<file path="src/rtl/uart_pkt_pkg.sv">
// -----------------------------------------------------------------------------
// uart_pkt_pkg
// Shared definitions for the UART packet receiver: the packet FSM state
// encoding, header opcodes, error codes and a width helper.
// Build option: UART_PKT_CHECKSUM_EN adds the CHECK state used for the
// trailing checksum frame of write packets.
// -----------------------------------------------------------------------------
package uart_pkt_pkg;

    typedef enum logic [1:0] {
        ST_IDLE    = 2'd0,
        ST_PAYLOAD = 2'd1,
`ifdef UART_PKT_CHECKSUM_EN
        ST_CHECK   = 2'd2,
`endif
        ST_HOLD    = 2'd3
    } state_e;

    localparam logic [1:0] OP_WRITE = 2'b11;
    localparam logic [1:0] OP_READ  = 2'b01;

    localparam logic [1:0] ERR_BAD_OPCODE = 2'd0;
    localparam logic [1:0] ERR_TIMEOUT    = 2'd1;
    localparam logic [1:0] ERR_CHECKSUM   = 2'd2;
    localparam logic [1:0] ERR_OVERRUN    = 2'd3;

    // $clog2 that never yields zero, so counters of tiny ranges stay legal
    function automatic int clog2_min1(input int value);
        return (value < 2) ? 1 : $clog2(value);
    endfunction

endpackage

</file>
<file path="src/rtl/uart_frame_rx.sv">
// -----------------------------------------------------------------------------
// uart_frame_rx
// Deserialises one UART frame: start bit, DATA_BITS data bits LSB first,
// one stop bit. Each bit is sampled at its centre.
// Ports:
//   clk          in   clock, all state on rising edge
//   rst_n        in   asynchronous active-low reset
//   rx_i         in   serial line, idle high (asynchronous to clk)
//   frame_data_o out  last received frame, stable after frame_done_o
//   frame_done_o out  one-cycle pulse when a frame has been received
// -----------------------------------------------------------------------------
module uart_frame_rx
    import uart_pkt_pkg::*;
#(
    parameter int DATA_BITS    = 12,
    parameter int CLKS_PER_BIT = 868
) (
    input  logic                 clk,
    input  logic                 rst_n,
    input  logic                 rx_i,
    output logic [DATA_BITS-1:0] frame_data_o,
    output logic                 frame_done_o
);

    localparam int CNT_W = clog2_min1(CLKS_PER_BIT);
    localparam int BIT_W = clog2_min1(DATA_BITS);

    localparam logic [CNT_W-1:0] HALF_BIT = CNT_W'(CLKS_PER_BIT / 2 - 1);
    localparam logic [CNT_W-1:0] FULL_BIT = CNT_W'(CLKS_PER_BIT - 1);
    localparam logic [BIT_W-1:0] LAST_BIT = BIT_W'(DATA_BITS - 1);

    localparam logic [1:0] RX_IDLE  = 2'd0;
    localparam logic [1:0] RX_START = 2'd1;
    localparam logic [1:0] RX_DATA  = 2'd2;
    localparam logic [1:0] RX_STOP  = 2'd3;

    logic [1:0]           sync_q;
    logic [1:0]           rx_state_q, rx_state_d;
    logic [CNT_W-1:0]     clk_cnt_q, clk_cnt_d;
    logic [BIT_W-1:0]     bit_idx_q, bit_idx_d;
    logic [DATA_BITS-1:0] shift_q, shift_d;
    logic                 done_q, done_d;
    logic                 rx_s;

    // Two-flop synchroniser; resets to the idle (high) line level
    always_ff @(posedge clk or negedge rst_n) begin
        if (!rst_n) begin
            sync_q <= 2'b11;
        end else begin
            sync_q <= {sync_q[0], rx_i};
        end
    end

    assign rx_s = sync_q[1];

    // Start bit is re-checked at its centre so a glitch does not start a frame;
    // from then on every bit is sampled one full bit period later.
    always_comb begin
        rx_state_d = rx_state_q;
        clk_cnt_d  = clk_cnt_q;
        bit_idx_d  = bit_idx_q;
        shift_d    = shift_q;
        done_d     = 1'b0;
        case (rx_state_q)
            RX_IDLE: begin
                if (!rx_s) begin
                    rx_state_d = RX_START;
                    clk_cnt_d  = '0;
                end
            end
            RX_START: begin
                if (clk_cnt_q == HALF_BIT) begin
                    clk_cnt_d  = '0;
                    bit_idx_d  = '0;
                    rx_state_d = rx_s ? RX_IDLE : RX_DATA;
                end else begin
                    clk_cnt_d = clk_cnt_q + CNT_W'(1);
                end
            end
            RX_DATA: begin
                if (clk_cnt_q == FULL_BIT) begin
                    clk_cnt_d = '0;
                    shift_d   = {rx_s, shift_q[DATA_BITS-1:1]};
                    if (bit_idx_q == LAST_BIT) begin
                        rx_state_d = RX_STOP;
                    end else begin
                        bit_idx_d = bit_idx_q + BIT_W'(1);
                    end
                end else begin
                    clk_cnt_d = clk_cnt_q + CNT_W'(1);
                end
            end
            default: begin
                if (clk_cnt_q == FULL_BIT) begin
                    done_d     = 1'b1;
                    rx_state_d = RX_IDLE;
                end else begin
                    clk_cnt_d = clk_cnt_q + CNT_W'(1);
                end
            end
        endcase
    end

    always_ff @(posedge clk or negedge rst_n) begin
        if (!rst_n) begin
            rx_state_q <= RX_IDLE;
            clk_cnt_q  <= '0;
            bit_idx_q  <= '0;
            shift_q    <= '0;
            done_q     <= 1'b0;
        end else begin
            rx_state_q <= rx_state_d;
            clk_cnt_q  <= clk_cnt_d;
            bit_idx_q  <= bit_idx_d;
            shift_q    <= shift_d;
            done_q     <= done_d;
        end
    end

    assign frame_data_o = shift_q;
    assign frame_done_o = done_q;

endmodule

</file>
<file path="src/rtl/uart_packet_rx.sv">
// -----------------------------------------------------------------------------
// uart_packet_rx
// Assembles UART frames into read/write packets. A header frame carries the
// opcode, memory select and address; write packets are followed by
// BYTE_COUNT payload frames. The finished packet is held until accepted.
// Build option: UART_PKT_CHECKSUM_EN -- write packets carry one extra frame
// holding the XOR of all payload bytes, checked before the packet is offered.
// Ports:
//   clk, rst_n    clock and asynchronous active-low reset
//   rx            UART serial input, idle high
//   pkt_valid/pkt_ready  packet handshake
//   pkt_data      payload, first byte in the MSBs (zero for reads)
//   pkt_addr, pkt_mem_type, pkt_rw  header fields (rw=1 for writes)
//   err_valid/err_code   one-cycle error pulse and its code
// -----------------------------------------------------------------------------
module uart_packet_rx
    import uart_pkt_pkg::*;
#(
    parameter int BYTE_COUNT     = 4,
    parameter int DATA_BITS      = 12,
    parameter int ADDR_W         = 9,
    parameter int CLKS_PER_BIT   = 868,
    parameter int TIMEOUT_CYCLES = 200000
) (
    input  logic                    clk,
    input  logic                    rst_n,
    input  logic                    rx,
    output logic                    pkt_valid,
    input  logic                    pkt_ready,
    output logic [8*BYTE_COUNT-1:0] pkt_data,
    output logic [ADDR_W-1:0]       pkt_addr,
    output logic                    pkt_mem_type,
    output logic                    pkt_rw,
    output logic                    err_valid,
    output logic [1:0]              err_code
);

    localparam int CNT_W = clog2_min1(BYTE_COUNT + 1);
    localparam int TMO_W = clog2_min1(TIMEOUT_CYCLES);

    localparam logic [CNT_W-1:0] LAST_BYTE = CNT_W'(BYTE_COUNT - 1);
    localparam logic [TMO_W-1:0] TMO_LAST  = TMO_W'(TIMEOUT_CYCLES - 1);

    logic [DATA_BITS-1:0] frame_data;
    logic                 frame_done;

    state_e                  state_q, state_d;
    logic [CNT_W-1:0]        cnt_q, cnt_d;
    logic [TMO_W-1:0]        tmo_q, tmo_d;
    logic [8*BYTE_COUNT-1:0] data_q, data_d;
    logic [ADDR_W-1:0]       addr_q, addr_d;
    logic                    mem_q, mem_d;
    logic                    rw_q, rw_d;
    logic                    err_valid_q, err_valid_d;
    logic [1:0]              err_code_q, err_code_d;
    logic                    take_header;
`ifdef UART_PKT_CHECKSUM_EN
    logic [7:0]              csum_q, csum_d;
`endif

    uart_frame_rx #(
        .DATA_BITS   (DATA_BITS),
        .CLKS_PER_BIT(CLKS_PER_BIT)
    ) u_frame_rx (
        .clk         (clk),
        .rst_n       (rst_n),
        .rx_i        (rx),
        .frame_data_o(frame_data),
        .frame_done_o(frame_done)
    );

    // Packet FSM. A frame arriving in IDLE, or in HOLD in the very cycle the
    // held packet is accepted, is decoded as a header (take_header).
    always_comb begin
        state_d     = state_q;
        cnt_d       = cnt_q;
        tmo_d       = tmo_q;
        data_d      = data_q;
        addr_d      = addr_q;
        mem_d       = mem_q;
        rw_d        = rw_q;
        err_valid_d = 1'b0;
        err_code_d  = err_code_q;
        take_header = 1'b0;
`ifdef UART_PKT_CHECKSUM_EN
        csum_d      = csum_q;
`endif
        case (state_q)
            ST_IDLE: begin
                take_header = frame_done;
            end
            ST_PAYLOAD: begin
                if (frame_done) begin
                    tmo_d = '0;
                    for (int i = 0; i < BYTE_COUNT; i++) begin
                        if (cnt_q == CNT_W'(BYTE_COUNT - 1 - i)) begin
                            data_d[i*8 +: 8] = frame_data[7:0];
                        end
                    end
`ifdef UART_PKT_CHECKSUM_EN
                    csum_d = csum_q ^ frame_data[7:0];
`endif
                    if (cnt_q == LAST_BYTE) begin
`ifdef UART_PKT_CHECKSUM_EN
                        state_d = ST_CHECK;
`else
                        state_d = ST_HOLD;
`endif
                    end
                    // Stops at BYTE_COUNT because the FSM leaves PAYLOAD there
                    cnt_d = cnt_q + CNT_W'(1);
                end else if (tmo_q == TMO_LAST) begin
                    err_valid_d = 1'b1;
                    err_code_d  = ERR_TIMEOUT;
                    state_d     = ST_IDLE;
                end else begin
                    tmo_d = tmo_q + TMO_W'(1);
                end
            end
`ifdef UART_PKT_CHECKSUM_EN
            ST_CHECK: begin
                if (frame_done) begin
                    tmo_d = '0;
                    if (frame_data[7:0] == csum_q) begin
                        state_d = ST_HOLD;
                    end else begin
                        err_valid_d = 1'b1;
                        err_code_d  = ERR_CHECKSUM;
                        state_d     = ST_IDLE;
                    end
                end else if (tmo_q == TMO_LAST) begin
                    err_valid_d = 1'b1;
                    err_code_d  = ERR_TIMEOUT;
                    state_d     = ST_IDLE;
                end else begin
                    tmo_d = tmo_q + TMO_W'(1);
                end
            end
`endif
            ST_HOLD: begin
                if (pkt_ready) begin
                    state_d     = ST_IDLE;
                    take_header = frame_done;
                end else if (frame_done) begin
                    // Frame is dropped; the held packet must not change
                    err_valid_d = 1'b1;
                    err_code_d  = ERR_OVERRUN;
                end
            end
            default: begin
                state_d = ST_IDLE;
            end
        endcase

        if (take_header) begin
            case (frame_data[DATA_BITS-1 -: 2])
                OP_WRITE: begin
                    addr_d  = frame_data[ADDR_W-1:0];
                    mem_d   = frame_data[ADDR_W];
                    rw_d    = 1'b1;
                    data_d  = '0;
                    cnt_d   = '0;
                    tmo_d   = '0;
`ifdef UART_PKT_CHECKSUM_EN
                    csum_d  = '0;
`endif
                    state_d = ST_PAYLOAD;
                end
                OP_READ: begin
                    addr_d  = frame_data[ADDR_W-1:0];
                    mem_d   = frame_data[ADDR_W];
                    rw_d    = 1'b0;
                    data_d  = '0;
                    state_d = ST_HOLD;
                end
                default: begin
                    err_valid_d = 1'b1;
                    err_code_d  = ERR_BAD_OPCODE;
                    state_d     = ST_IDLE;
                end
            endcase
        end
    end

    always_ff @(posedge clk or negedge rst_n) begin
        if (!rst_n) begin
            state_q     <= ST_IDLE;
            cnt_q       <= '0;
            tmo_q       <= '0;
            data_q      <= '0;
            addr_q      <= '0;
            mem_q       <= 1'b0;
            rw_q        <= 1'b0;
            err_valid_q <= 1'b0;
            err_code_q  <= '0;
`ifdef UART_PKT_CHECKSUM_EN
            csum_q      <= '0;
`endif
        end else begin
            state_q     <= state_d;
            cnt_q       <= cnt_d;
            tmo_q       <= tmo_d;
            data_q      <= data_d;
            addr_q      <= addr_d;
            mem_q       <= mem_d;
            rw_q        <= rw_d;
            err_valid_q <= err_valid_d;
            err_code_q  <= err_code_d;
`ifdef UART_PKT_CHECKSUM_EN
            csum_q      <= csum_d;
`endif
        end
    end

    assign pkt_valid    = (state_q == ST_HOLD);
    assign pkt_data     = data_q;
    assign pkt_addr     = addr_q;
    assign pkt_mem_type = mem_q;
    assign pkt_rw       = rw_q;
    assign err_valid    = err_valid_q;
    assign err_code     = err_code_q;

endmodule

</file>
<file path="config.mk">
export PLATFORM = sky130hd
export DESIGN_NAME = uart_packet_rx
export DESIGN_NICKNAME = d
export VERILOG_FILES = /design/src/rtl/uart_pkt_pkg.sv /design/src/rtl/uart_frame_rx.sv /design/src/rtl/uart_packet_rx.sv
export SDC_FILE = /design/constraint.sdc
export NUM_CORES = 1
export LEC_CHECK = 0
export BUFFER_PORTS_ARGS = -buffer_cell sky130_fd_sc_hd__clkbuf_2
export CAP_MARGIN = 20
export CORE_MARGIN = 3
export CORE_UTILIZATION = 55
export CTS_CLUSTER_SIZE = 20
export DETAILED_ROUTE_END_ITERATION = 7
export GPL_TIMING_DRIVEN = 0
export PLACE_DENSITY = 0.75
export SLEW_MARGIN = 0
export SYNTH_ARGS = -nofsm -noshare
export SYNTH_HDL_FRONTEND = slang
export SYNTH_HIERARCHICAL = 1
export SYNTH_SLANG_ARGS = --single-unit
</file>
<file path="constraint.sdc">
create_clock -name clk -period 2.4 [get_ports clk]
set_input_delay 0.12 -clock clk [delete_from_list [all_inputs] [get_ports clk]]
set_output_delay 0.12 -clock clk [all_outputs]
set_load 0.05 [all_outputs]
</file>
; Yosys cells after proc, flatten, opt, wreduce, memory -nomap -nowiden
; Index checks and enable logic that the tools add are counted.
[totals]
regBits = 100
latchBits = 0
ramBits = 0
romBits = 0
in_bits = 4
wordCells = 116
memories = 0
[op_classes]
addsub = 4
n_mul = 0
div = 0
magnitude_cmp = 0
n_eq_ne = 23
n_shift = 0
mux = 59
bitwise = 0
reduce_logical = 15
[op_table]
columns = op, n
row1 = 2-to-1 mux 32 bit, 4
row2 = 2-to-1 mux 18 bit, 5
row3 = 2-to-1 mux 10 bit, 4
row4 = 2-to-1 mux 2 bit, 17
row5 = 2-to-1 mux 8 bit, 4
row6 = case mux 10 bit (3 select lines), 1
row7 = "adder 18 x 1 -> 18 bit, second input constant", 1
row8 = "== test 18 bit, second input constant", 1
row9 = 2-to-1 mux 3 bit, 4
row10 = 2-to-1 mux 4 bit, 3
row11 = case mux 2 bit (3 select lines), 2
row12 = "adder 10 x 1 -> 10 bit, second input constant", 1
row13 = "== test 10 bit, second input constant", 1
row14 = "== test 10 x 9 -> 1 bit, second input constant", 1
row15 = 2-to-1 mux 1 bit, 9
row16 = "!= test 4 bit, second input constant", 2
row17 = case mux 2 bit (2 select lines), 2
row18 = case mux 4 bit (2 select lines), 1
row19 = AND reduction 2 bit, 4
row20 = AND reduction 4 bit, 2
row21 = "== test 2 x 1 -> 1 bit, second input constant", 3
row22 = "== test 2 bit, second input constant", 3
row23 = "== test 3 x 2 -> 1 bit, second input constant", 2
row24 = "!= test 2 x 1 -> 1 bit, second input constant", 3
row25 = other kinds (15), 21

; Longest topological paths before layout
[depth]
ltp_word = 6
mapped_depth = 8
depth_no_buf = 7

; By module
; The synthesis kept the hierarchy.
[modules_own_cells]
columns = module, instances, cells_each, area_per_inst_um2
row1 = uart_packet_rx, 1, 333, 3254.4
row2 = uart_frame_rx, 1, 133, 1534.0

; Worst setup path after synthesis
; OpenSTA, ideal clock, no wires.
[synth_timing]
path_kind = register to register
startpoint = reg state_q[0]
endpoint = reg data_q[10], in the netlist pkt_data[10]
setup_ns = 0.136
t_arrival_ns = 2.012
setup_slack_ns = 0.252
stages_incl_launch_ff = 7
path_buffers = 2
period_less_slack_ns = 2.148
cell_sequence = dfrtp_1 ha_1 a21oi_1 nor3b_1 clkbuf_1 clkbuf_1 a21oi_1
[synth_between]
word_cells_on_any_way = 7
classes_between = 2 x eq/ne / 4 x mux / 1 x reduce/logical
[synth_lines]
columns = element, line
row1 = from (decl), uart_packet_rx.sv:47  ; state_e state_q, state_d;
row2 = from (signal assigned), uart_packet_rx.sv:200  ; state_q <= state_d;
row3 = == test 2 bit, --
row4 = net pkt_valid, uart_packet_rx.sv:28  ; output logic pkt_valid,
row5 = case mux 1 bit (2 select lines), uart_packet_rx.sv:88  ; case (state_q)
row6 = 2-to-1 mux 32 bit, uart_packet_rx.sv:155  ; if (take_header) begin
row7 = net data_d[10], uart_packet_rx.sv:50  ; logic [8*BYTE_COUNT-1:0] data_q, data_d;
row8 = to (signal assigned), uart_packet_rx.sv:203  ; data_q <= data_d;
row9 = to (decl), uart_packet_rx.sv:50
; The timed path passes the listed nets, and every way through them passes these cells.
; A chain may end at the register's enable or synchronous reset.

; Final worst setup path
[layout_timing]
startpoint = reg u_frame_rx.clk_cnt_q[0]
endpoint = reg u_frame_rx.shift_q[8], in the netlist u_frame_rx/frame_data_o[8]
[layout_between]
elab_chain_len = 2
[layout_lines]
columns = element, line
row1 = from (decl), uart_frame_rx.sv:39  ; logic [CNT_W-1:0] clk_cnt_q, clk_cnt_d;
row2 = from (signal assigned), uart_frame_rx.sv:113  ; clk_cnt_q <= clk_cnt_d;
row3 = == test 10 bit, uart_frame_rx.sv:81  ; if (clk_cnt_q == FULL_BIT) begin
row4 = AND reduction 2 bit (no line), --
row5 = to (signal assigned), uart_frame_rx.sv:115  ; shift_q <= shift_d;
row6 = to (decl), uart_frame_rx.sv:41  ; logic [DATA_BITS-1:0] shift_q, shift_d;
; Every way passes these cells.

==> results.py <==
metrics = {
    "run_status": {
        "status": "complete, no violations",
    },
    "yosys": {
        "async_reset_ff_frac": 1.000,
        "syn_nets": 482,
        "synth-seq-cells": 100,
        "yosys_warnings": 6,
        "netlist_instances": 466,
        "yosysTopAreaCellShare": 0.5122,
        "syn_avg_cell_area_um2": 10.28,
        "synthDistinctLibCells": 58,
        "synth_top_cell_by_area": "dfrtp_1",
        "synth_edf_count": 0,
        "synthTopCellsByArea": "dfrtp_1 51%, nand2_1 6.2%, mux2_2 4.7%",
        "ys.flop_type": "dfrtp_1",
        "yosysSeqAreaShare": 0.5231,
        "yosysMostFrequentCell": "dfrtp_1",
        "synthTopCellsByCount": "98 x dfrtp_1, 79 x nand2_1, 48 x nor2_1",
        "netlist_area_um2": 4788,
    },
    "power_and_ir_drop": {
        "switching_power_mw": 0.6804,
        "p_int_mw": 2.109,
        "power.density_nw_per_um2": 514.2,
        "leakage_nw": 2.597,
        "pwr-share-clk": 0.379,
        "irDropWorstVdd_mv": 0.3567,
        "power_frac_comb": 0.016,
        "p_sw_frac": 0.2439,
        "p_seq_frac": 0.605,
    },
    "timing": {
        "max_slew_margin": 0.5670,
        "fin_crit_sh": 0.9361,
        "max_freq_mhz": 445.1,
        "hold_violations": 0,
        "worstMarginPinSlew_ns": 0.6495,
        "period_minus_slack_ns": 2.247,
        "setup_viol": 0,
        "timing.final.ws_setup_ns": 0.1534,
        "fin_setup_tns_ns": 0,
        "skew_ns": 0.01412,
        "grt_setup_unrepaired": "no",
        "finalMaxSlewViolations": 0,
    },
    "global_route": {
        "grt_max_degree": 56,
        "grt_pass1_vias": 3504,
        "grt_use_total": 0.2085,
        "antenna_found_initial": 0,
        "grt-ovfl-total": 0,
        "grt_pass1_wl_um": 16730,
    },
    "floorplanning": {
        "coreArea_um2": 8341,
        "ioPinCount": 51,
        "die_w_um": 99.31,
        "die_h_um": 99.31,
        "initial_utilization": 0.5741,
        "die-area_um2": 9861,
        "fp-row-count": 33,
    },
    "placed_design": {
        "portBuffers": 50,
        "post-dp-hpwl_um": 7047,
        "gp_congestion": 0.8966,
        "pre_cts_ws_ns": 0.03757,
        "post_dp_cell_area_um2": 5200,
    },
    "clock_network": {
        "cts_sinks": 100,
        "post-cts-setup-buffer-count": 0,
        "h-tree-depth": 3,
        "tritoncts": "yes",
        "cts_buffers": 9,
        "clock_latency_ns": 0.37,
        "clk_path_buf_depth": 2,
        "clockRootBuffer": "clkbuf_8",
        "clk_pin_slew_ns": 0.10,
    },
    "route": {
        "first_pass_iters": 4,
        "avgViaCountPerCell": 5.652,
        "dr.max_layer_used": "met4",
        "met1_length_um": 4583,
        "route.detailed.drc": 0,
        "drtAntennaViolNets": 0,
        "wl_um": 9967,
        "num_vias": 3617,
        "dr_wl_met2_um": 4820,
        "dr.first_iter.drc_count": 122,
        "routedWlPerCell_um": 15.57,
        "wl_met3_um": 443,
    },
    "final_layout": {
        "area_growth_pct": 13.30,
        "drive_gt1_frac": 0.2187,
        "design_area_um2": 5425,
        "n_fill_cell": 679,
        "nets": 546,
        "antenna_cells": 0,
        "post-route-util": 0.6505,
    },
    "worst_setup_path": {
        "slowest_stage": "dfrtp_1",
        "crit_arrival_ns": 2.51,
        "cp.required_ns": 2.66,
        "startpoint_type": "flip-flop",
        "path_cells": "ha_1 -> and4bb_1 -> nand4_2 -> nor3b_4 -> buf_6 -> mux2_1",
        "cp-end-kind": "flip-flop",
        "worst-setup-path-type": "reg2reg",
        "slowest_delay_ns": 0.50,
        "path_max_fanout": 10,
    },
    "min_path": {
        "hp-class": "in2reg",
    },
    "flow_run": {
        "drv_cap": 0,
    },
}
-- area by class of cell --
class	count	area [µm²]	share of cell area
timing repair buffer	53	300.3	0.05535
multi-input combinational	336	2151	0.3964
clock buffer	9	123.9	0.02283
tap	105	131.4	0.02422
clock inverter	7	76.32	0.01407
buffer	19	96.34	0.01776
sequential	100	2505	0.4617
inverter	11	41.29	0.007611
-- critical path, delay by kind of cell (launching register included) --
family                     cells  cell delay, ns
muxes                          1            0.34
and+or+nand+nor                3            0.85
DFF                            1            0.50
buffers and inverters          1            0.20
adders and majority gates      1            0.25
-- repair_timing --
action | in CTS | in global routing
resized for setup | 0 | 8
hold endpoints to repair | 44 | 0
setup endpoints to repair | 0 | 43
hold buffers | 2 | 0
-- stage by stage --
stage	power, mW	instances	hold WS [ns]
floorplan	1.722	466	-0.1756
detailed placement	1.765	622	0.2134
global placement	1.758	621	0.2129
finish	2.789	640	0.1890
global route	2.876	640	0.2646
CTS	2.820	640	0.1684
-- cells in the final DEF, fill, tap and decap left out, types with 4 or more instances in the layout --
master	count
clkbuf_8	9
a21oi_1	37
o21ai_0	18
nor3_1	6
mux2i_1	10
xor2_1	9
clkbuf_1	9
mux2_2	20
nor2b_1	5
xnor2_1	8
dfrtp_1	98
buf_2	4
nand4_1	8
and3_1	6
nand3_1	6
ha_1	12
nor2_1	48
inv_1	11
nand2_1	79
or3_1	5
clkbuf_2	53
-- sequential cells by signal (all words and copies together) (netlist names) --
signal,cells
pkt_rw,1
u_frame_rx/bit_idx_q,4
pkt_mem_type,1
tmo_q,18
u_frame_rx/clk_cnt_q,10
u_frame_rx/frame_done_o,1
u_frame_rx/rx_state_q,2
u_frame_rx/sync_q,2
err_code,2
pkt_addr,9
err_valid,1
cnt_q,3
pkt_data,32
state_q,2
u_frame_rx/frame_data_o,12
-- path summary, 6_finish.rpt --
path	start	to	slack, ns	depth (start not counted)
min reg2reg	u_frame_rx/sync_q[0]	u_frame_rx/sync_q[1]	0.36	0
max reg2reg	u_frame_rx/clk_cnt_q[0]	u_frame_rx/frame_data_o[8]	0.15	6
max in group asynchronous	rst_n	pkt_data[3]	1.39	3
min in group asynchronous	rst_n	tmo_q[9]	0.33	2
max	u_frame_rx/clk_cnt_q[0]	u_frame_rx/frame_data_o[8]	0.15	6
min	pkt_ready	err_code[1]	0.19	4
-- layer usage --
layer	vias to the layer above	track usage
met3	15	0.04628
met5	-	0
met4	0	0.06303
met2	64	0.3259
met1	1804	0.2931
li1	1734	-
-- cells by family (layout without fill, tap and decap cells) --
| group | count (synthesis) | after routing | share of synthesized area |
|---|---|---|---|
| muxes | 32 | 32 | 0.07264 |
| AOI/OAI and AO/OA | 80 | 80 | 0.1032 |
| xor gates and xnor gates | 17 | 17 | 0.03110 |
| and+or+nand+nor | 195 | 195 | 0.2109 |
| adders and majority gates | 12 | 12 | 0.03136 |
| buffers and inverters | 30 | 99 | 0.02770 |
| DFF | 100 | 100 | 0.5231 |
-- power by group through the flow --
stage / clock network (mW) / registers [mW] / logic (mW)
2_1_floorplan: 0 / 1.72 / 0.000961
3_3_place_gp: 0 / 1.72 / 0.0365
5_1_grt: 1.14 / 1.69 / 0.0500
4_1_cts: 1.09 / 1.69 / 0.0460
3_5_place_dp: 0 / 1.72 / 0.0436
6_report: 1.06 / 1.69 / 0.0433
Note: power is estimated with default switching activity, not from simulation.
